--- src/rtl/bus_arbiter_pkg.sv ---
// Shared types and helpers for the N-master system bus arbiter.
package bus_arbiter_pkg;

    typedef enum logic {
        IDLE = 1'b0,
        BUSY = 1'b1
    } state_t;

    localparam int TCNT_W = 8;

    // Index width for a master number; never narrower than one bit.
    function automatic int clog2(input int v);
        int r;
        r = 0;
        while ((1 << r) < v) r = r + 1;
        return (r < 1) ? 1 : r;
    endfunction

endpackage

--- src/rtl/bus_rr_picker.sv ---
// Combinational winner selection: optional absolute priority for master 0,
// otherwise round-robin scan starting just after the last round-robin winner.
module bus_rr_picker
    import bus_arbiter_pkg::*;
#(
    parameter int NUM_MASTERS = 3,
    parameter bit PRIO0       = 1'b1,
    parameter int IW          = clog2(NUM_MASTERS)
) (
    input  logic [NUM_MASTERS-1:0] req,
    input  logic [IW-1:0]          rr_last,
    output logic [IW-1:0]          win,
    output logic                   vld,
    output logic                   rr_win
);

    always_comb begin
        int          k;
        logic [IW-1:0] kk;
        k      = 0;
        kk     = '0;
        win    = '0;
        vld    = 1'b0;
        rr_win = 1'b0;
        if (PRIO0 && req[0]) begin
            vld = 1'b1;
        end else begin
            for (int i = 1; i <= NUM_MASTERS; i++) begin
                k  = (int'(rr_last) + i) % NUM_MASTERS;
                kk = IW'(k);
                if (!vld && req[kk] && !(PRIO0 && k == 0)) begin
                    vld    = 1'b1;
                    rr_win = 1'b1;
                    win    = kk;
                end
            end
        end
    end

endmodule

--- src/rtl/bus_arbiter_n.sv ---
// N-master arbiter for the shared memory bus: registered grant, combinational
// ack/data steering, abort on request drop and ack timeout for dead slaves.
module bus_arbiter_n
    import bus_arbiter_pkg::*;
#(
    parameter int NUM_MASTERS = 3,
    parameter int ADDR_WIDTH  = 16,
    parameter int DATA_WIDTH  = 8,
    parameter bit PRIO0       = 1'b1,
    parameter int TIMEOUT     = 15
) (
    input  logic                             i_clk,
    input  logic                             i_reset,
    input  logic [NUM_MASTERS-1:0]           i_m_cs,
    input  logic [NUM_MASTERS-1:0]           i_m_we,
    input  logic [NUM_MASTERS*ADDR_WIDTH-1:0] i_m_addr,
    input  logic [NUM_MASTERS*DATA_WIDTH-1:0] i_m_dat,
    output logic [DATA_WIDTH-1:0]            o_m_dat,
    output logic [NUM_MASTERS-1:0]           o_m_ack,
    output logic [NUM_MASTERS-1:0]           o_m_err,
    output logic [ADDR_WIDTH-1:0]            o_addr,
    output logic [DATA_WIDTH-1:0]            o_dat,
    output logic                             o_we,
    output logic                             o_cs,
    input  logic [DATA_WIDTH-1:0]            i_dat,
    input  logic                             i_ack,
    output logic [NUM_MASTERS-1:0]           o_grant,
    output logic                             o_busy
);

    localparam int IW = clog2(NUM_MASTERS);

    state_t                 state;
    logic [IW-1:0]          g;
    logic [IW-1:0]          rr_last;
    logic [NUM_MASTERS-1:0] grant;
    logic [TCNT_W-1:0]      tcnt;

    logic [IW-1:0] pick;
    logic          pick_vld;
    logic          pick_rr;
    logic          busy;
    logic          cs_g;
    logic          ack_hit;
    logic          tout_hit;
    logic          done;

    bus_rr_picker #(
        .NUM_MASTERS(NUM_MASTERS),
        .PRIO0      (PRIO0),
        .IW         (IW)
    ) u_picker (
        .req    (i_m_cs),
        .rr_last(rr_last),
        .win    (pick),
        .vld    (pick_vld),
        .rr_win (pick_rr)
    );

    assign busy     = (state == BUSY);
    assign cs_g     = i_m_cs[g];
    assign ack_hit  = busy && i_ack;
    // A master that has already dropped its request is aborted, not timed out.
    assign tout_hit = busy && !i_ack && cs_g && (tcnt == TCNT_W'(TIMEOUT - 1));
    assign done     = ack_hit || tout_hit || (busy && !cs_g);

    always_comb begin
        o_m_ack = '0;
        o_m_err = '0;
        o_m_dat = '0;
        o_addr  = '0;
        o_dat   = '0;
        o_we    = 1'b0;
        o_cs    = 1'b0;
        if (busy) begin
            o_addr = i_m_addr[int'(g)*ADDR_WIDTH +: ADDR_WIDTH];
            o_dat  = i_m_dat[int'(g)*DATA_WIDTH +: DATA_WIDTH];
            o_we   = i_m_we[g];
            o_cs   = cs_g;
            if (ack_hit) begin
                o_m_ack[g] = 1'b1;
                o_m_dat    = i_dat;
            end else if (tout_hit) begin
                o_m_ack[g] = 1'b1;
                o_m_err[g] = 1'b1;
            end
        end
    end

    always_ff @(posedge i_clk or posedge i_reset) begin
        if (i_reset) begin
            state   <= IDLE;
            g       <= '0;
            grant   <= '0;
            rr_last <= IW'(NUM_MASTERS - 1);
            tcnt    <= '0;
        end else begin
            case (state)
                IDLE: begin
                    if (pick_vld) begin
                        state <= BUSY;
                        g     <= pick;
                        grant <= NUM_MASTERS'(1) << pick;
                        tcnt  <= '0;
                        if (pick_rr) rr_last <= pick;
                    end
                end
                BUSY: begin
                    if (done) begin
                        state <= IDLE;
                        grant <= '0;
                    end else begin
                        tcnt <= tcnt + TCNT_W'(1);
                    end
                end
                default: state <= IDLE;
            endcase
        end
    end

    assign o_grant = grant;
    assign o_busy  = busy;

endmodule

--- config.mk ---
export PLATFORM = sky130hd
export DESIGN_NAME = bus_arbiter_n
export DESIGN_NICKNAME = d
export VERILOG_FILES = /design/src/rtl/bus_arbiter_pkg.sv /design/src/rtl/bus_rr_picker.sv /design/src/rtl/bus_arbiter_n.sv
export SDC_FILE = /design/constraint.sdc
export NUM_CORES = 1
export LEC_CHECK = 0
export CORE_MARGIN = 4
export CORE_UTILIZATION = 35
export CTS_BUF_LIST = sky130_fd_sc_hd__clkbuf_16
export CTS_CLUSTER_SIZE = 20
export DETAILED_ROUTE_END_ITERATION = 10
export GPL_TIMING_DRIVEN = 0
export PLACE_DENSITY = 0.92
export SYNTH_ARGS = -nofsm -noshare
export SYNTH_HDL_FRONTEND = slang
export SYNTH_SLANG_ARGS = --single-unit
--- constraint.sdc ---
create_clock -name i_clk -period 3.4 [get_ports i_clk]
set_clock_uncertainty 0.2 [all_clocks]
set_input_delay 1.02 -clock i_clk [delete_from_list [all_inputs] [get_ports i_clk]]
set_output_delay 1.02 -clock i_clk [all_outputs]
set_load 0.1 [all_outputs]
Word-level counts from Yosys, hierarchy flattened
Cells that the tools add are included.
{ "totals": {"ff_bits": 16, "output_inout_bits": 44} }
{ "classes": {"n_addsub": 4, "n_div": 3, "magnitude_cmp": 5, "n_eq_ne": 4, "shift": 3, "mux": 45, "bitwise": 1, "n_reduce_logical": 27} }
{ "ops": {"columns": ["cell", "n"], "rows": [
  ["32-bit zero test", 3],
  ["32-bit by 3-bit remainder unit with 32-bit output, second input constant", 3],
  ["48-bit by 7-bit variable part select with 16-bit output", 1],
  ["8-bit two-way mux", 5],
  ["24-bit by 6-bit variable part select with 8-bit output", 1],
  ["3-bit two-way mux", 7],
  ["1-bit two-way mux", 19],
  ["16-bit two-way mux", 1],
  ["8-bit one-hot mux with 2 select lines", 1],
  ["2-bit by 3-bit < comparator with 1-bit output, second input constant", 4],
  ["1-bit logical AND", 11],
  ["1-bit binary-select mux with 2-bit select", 5],
  ["8-bit by 1-bit adder with 8-bit output, second input constant", 1],
  ["8-bit by 4-bit equality test with 1-bit output, second input constant", 1],
  ["2-bit two-way mux", 4],
  ["1-bit zero test", 7],
  ["2-bit by 2-bit adder with 3-bit output, second input constant", 2],
  ["3-bit one-hot mux with 2 select lines", 1],
  ["2-bit AND reduction", 3],
  ["2-bit inequality test, second input constant", 2],
  ["2-bit by 1-bit adder with 3-bit output, second input constant", 1],
  ["3-bit AND reduction", 1],
  ["1-bit by 2-bit << shifter with 3-bit output, first input constant", 1],
  ["1-bit demux with 2-bit select", 1],
  ["other kinds (5)", 6]
]} }

Depth between registers and ports, before layout
{ "depth": {"ltp_word": 20, "depth_mapped": 9} }

Modules after synthesis
Synthesis repeated with hierarchy kept, for this count alone.
{ "hier_totals": {"cells_unflattened": 251, "hier_area_um2": 1921.8} }
{ "by_module_without_submodules": {"columns": ["mod", "instances", "cells_each", "area_per_inst_um2", "seq_area_each_um2"], "rows": [
  ["bus_arbiter_n", 1, 215, 1672.9, 401.6],
  ["bus_rr_picker", 1, 36, 249.0, 0.0]
]} }

Worst setup path after synthesis
No wires, ideal clock.
{ "synth_path": {"kind": "input to output", "startpoint": "input i_m_cs[0]", "endpoint": "output o_m_err[2]", "arrival_ns": 4.018, "slack_ns": -1.838, "stages": 5, "n_path_buf": 1, "path_cell_list": "buf_2 > mux2i_1 > o21ai_2 > or3b_4 > nor3b_1"} }
{ "synth_between": {"elab_chain_cells": 7} }
{ "synth_rtl": {"columns": ["element", "line_no", "rtl"], "rows": [
  ["from (decl)", "bus_arbiter_n.sv:14", "input logic [NUM_MASTERS-1:0] i_m_cs,"],
  ["1-bit binary-select mux with 2-bit select", "bus_arbiter_n.sv:61", "assign cs_g = i_m_cs[g];"],
  ["1-bit two-way mux (not written as such)", "bus_arbiter_n.sv:61", null],
  ["1-bit logical AND (2 in series)", "bus_arbiter_n.sv:64", "assign tout_hit = busy && !i_ack && cs_g && (tcnt == TCNT_W'(TIMEOUT - 1));"],
  ["3-bit two-way mux", "bus_arbiter_n.sv:83", "end else if (tout_hit) begin"],
  ["3-bit two-way mux", "bus_arbiter_n.sv:80", "if (ack_hit) begin"],
  ["3-bit two-way mux", "bus_arbiter_n.sv:75", "if (busy) begin"],
  ["to (decl)", "bus_arbiter_n.sv:20", "output logic [NUM_MASTERS-1:0] o_m_err,"]
]} }
No other way between the ends. The select of a mux whose other input is x is not followed.

Worst setup path after layout
{ "layout_path": {"startpoint": "input i_m_cs[1]", "endpoint": "output o_m_ack[2]"} }
{ "layout_between": {"elab_chain_cells": 7} }
{ "layout_rtl": {"columns": ["element", "line_no", "rtl"], "rows": [
  ["1-bit binary-select mux with 2-bit select", "bus_arbiter_n.sv:61", null],
  ["1-bit two-way mux (not written as such)", "bus_arbiter_n.sv:61", null],
  ["1-bit logical AND (2 in series)", "bus_arbiter_n.sv:64", null],
  ["3-bit two-way mux", "bus_arbiter_n.sv:83", null],
  ["3-bit two-way mux", "bus_arbiter_n.sv:80", null],
  ["3-bit two-way mux", "bus_arbiter_n.sv:75", null],
  ["to (decl)", "bus_arbiter_n.sv:19", "output logic [NUM_MASTERS-1:0] o_m_ack,"]
]} }
No other way between the ends. The select of a mux whose other input is x is not followed.

==> reports/results.tsv <==
metric	value	unit
ir_worst_vdd	0.8145	mV
cts_tree	done	
required	2180	ps
setup_slack	-402.9	ps
p_int	1.334	mW
power.density	1008	nW/um2
drive_gt1_frac	0.3402	
drt_iter0_markers	68	
syn_area	1823	um2
num_vias	2384	
rsz0062_at_grt	true	
final-setup-viol-count	6	
fin_util	0.7347	
fp.dieH	80.17	um
crit_path_end_kind	primary output	
placed_cell_area	3486	um2
synth_edf_count	0	
path_class	primary input to primary output	
syn_area_per_cell	7.411	um2
ys_types	48	
dp_hpwl	5810	um
critPathMaxFanout	5	
wl	7700	um
seq_power_share	0.080	
p_sw_frac	0.6450	
die_area	6427	um2
outcome	finished, violations left	
dpl.cell_count	448	
finalCritPeriodShare	1.118	
startpoint_type	primary input	
synth_top_flop_cell	dfrtp_1	
initial_utilization	0.3592	
slew-limit-headroom	0.3498	
track_usage	0.2210	
grt_start_max_net_pins	17	
leakagePower	1.565	nW
htreeDepth	1	
yosys_warnings	0	
min-delay-path-class	flop to flop	
worst_pin_slew	972.2	ps
fp.coreArea	5075	um2
grt_antenna_before_repair	0	
drt-pass1-iter-count	4	
pwr-share-comb	0.859	
insertion_delay	240	ps
cts_made_buffers	3	
setup-tns-final	-1934	ps
stdcell_count	458	
grt-ovfl-total	0	
ys_seq_area_frac	0.2203	
syn_to_final_growth	104.5	%
clockBufferDepth	2	
path_clk_slew	50	ps
ant_nets	0	
clock-root-buffer	clkbuf_16	
nets	484	
ios	133	
wl_per_cell	16.81	um
min_period	3803	ps
synth-seq-cells	16	
slew_violations	0	
violations	negative setup slack	
first_global_vias	2356	
die_width	80.17	um
insertedDiodeCount	0	
synthArstFlopShare	1.000	
viasPerCell	5.205	
gp_congestion	0.8076	
max_freq	263.0	MHz
grt_pass1_wl	11420	um
hold_viol	0	
synth.net_count	341	
power_frac_clock	0.061	
layout_commonest_cell	clkdlybuf4s50_1	
drc	0	
buffer_ports.inserted	132	
clock_sinks	16	
rows	26	
synthCells	246	
mostFrequentLayoutCells	clkdlybuf4s50_1 (86), nor2_1 (29), mux2i_1 (26)	
maxCapViolCount	0	
finalInstanceArea	3729	um2
power_switching	2.425	mW
cp_data_arrival_time	2580	ps
## critical path: stages
cell           delay, ps
dlygate4sd2_1        290
nand3b_1             110
o21ai_2               80
or3b_4               420
a21o_4               250
nor3b_4              210
buf_12               200
## kinds of logic (layout without fill, tap and decap cells)
logic type | after synthesis | in the layout | synth area share
buffers and inverters | 29 | 171 | 0.07069
xor gates and xnor gates | 1 | 1 | 0.004805
muxes | 28 | 28 | 0.1544
adders and majority gates | 6 | 6 | 0.04118
and+or+nand+nor | 111 | 111 | 0.3068
DFF | 16 | 16 | 0.2203
AOI/OAI and AO/OA | 55 | 55 | 0.2018
## flip-flops by register name, indices dropped and copies added (netlist names)
register / flops
rr_last: 2
tcnt: 8
g: 2
o_grant: 3
o_busy: 1
## what timing repair did
| action | 4_1_cts | 5_1_grt |
|---|---|---|
| setup buffers | 6 | 1 |
| endpoints found under the setup margin | 40 | 36 |
| hold buffers | 0 | 0 |
| pin swaps | 6 | 7 |
| resized for setup | 262 | 50 |
## path summary, 6_finish.rpt
kind,slack [ps],cells after the start,end,startpoint
setup / recovery,-400,7,o_m_ack[2],i_m_cs[1]
hold / removal,340,2,rr_last[1],rr_last[1]
setup reg to reg,940,8,o_busy,rr_last[1]
hold reg to reg,340,2,rr_last[1],rr_last[1]
max in group asynchronous,1570,2,o_busy,i_reset
min in group asynchronous,960,2,tcnt[7],i_reset
## Yosys cell counts (3+ instances only)
cell type | number | area share
nand3_1 | 3 | 0.0082
o221ai_2 | 4 | 0.033
ha_1 | 6 | 0.041
nor2_1 | 55 | 0.11
a21oi_1 | 28 | 0.077
a21o_1 | 4 | 0.016
nand2b_1 | 5 | 0.017
and3_1 | 9 | 0.031
inv_1 | 11 | 0.023
nand2_1 | 14 | 0.029
dfrtp_1 | 15 | 0.21
mux2i_1 | 27 | 0.15
nor3_2 | 3 | 0.016
or3_1 | 3 | 0.010
o22ai_1 | 6 | 0.021
clkbuf_1 | 9 | 0.019
buf_2 | 4 | 0.011
nor3_1 | 3 | 0.0082
## per-layer routing
metal / part of all wire / up-vias / routed length (um) / GRT usage
li1: - / 1154 / - / -
met1: 0.37 / 1115 / 2843 / 0.2491
met2: 0.53 / 101 / 4110 / 0.4263
met3: 0.073 / 14 / 562 / 0.03587
met4: 0.024 / 0 / 184 / 0.05236
met5: 0 / - / 0 / 0
## power by group through the flow
stage | registers, mW | logic [mW] | clock network [mW]
after floorplan | 0.432 | 2.30 | 0
after global placement | 0.287 | 3.07 | 0
after detailed placement | 0.289 | 3.11 | 0
after CTS | 0.286 | 3.11 | 0.229
after global routing | 0.309 | 3.37 | 0.238
final | 0.301 | 3.23 | 0.229
## through the flow
step | setup WS [ps] | power (mW) | hold slack (ps)
6_report | -402.9 | 3.759 | 340.0
5_1_grt | -495.1 | 3.922 | 360.7
4_1_cts | -505.1 | 3.627 | 340.4
3_5_place_dp | -1922 | 3.395 | 317.4
3_3_place_gp | -1886 | 3.352 | 314.0
2_1_floorplan | -684.3 | 2.728 | 301.2
## area by class of cell
cell class,count,area [um2]
inverter,11,41.29
buffer,17,107.6
multi-input combinational,201,1594
clock inverter,1,3.754
tap,70,87.58
timing repair buffer,139,1414
sequential,16,405.4
clock buffer,3,75.07
fill,365,1346
No activity file was read; power rests on OpenSTA's default activity.
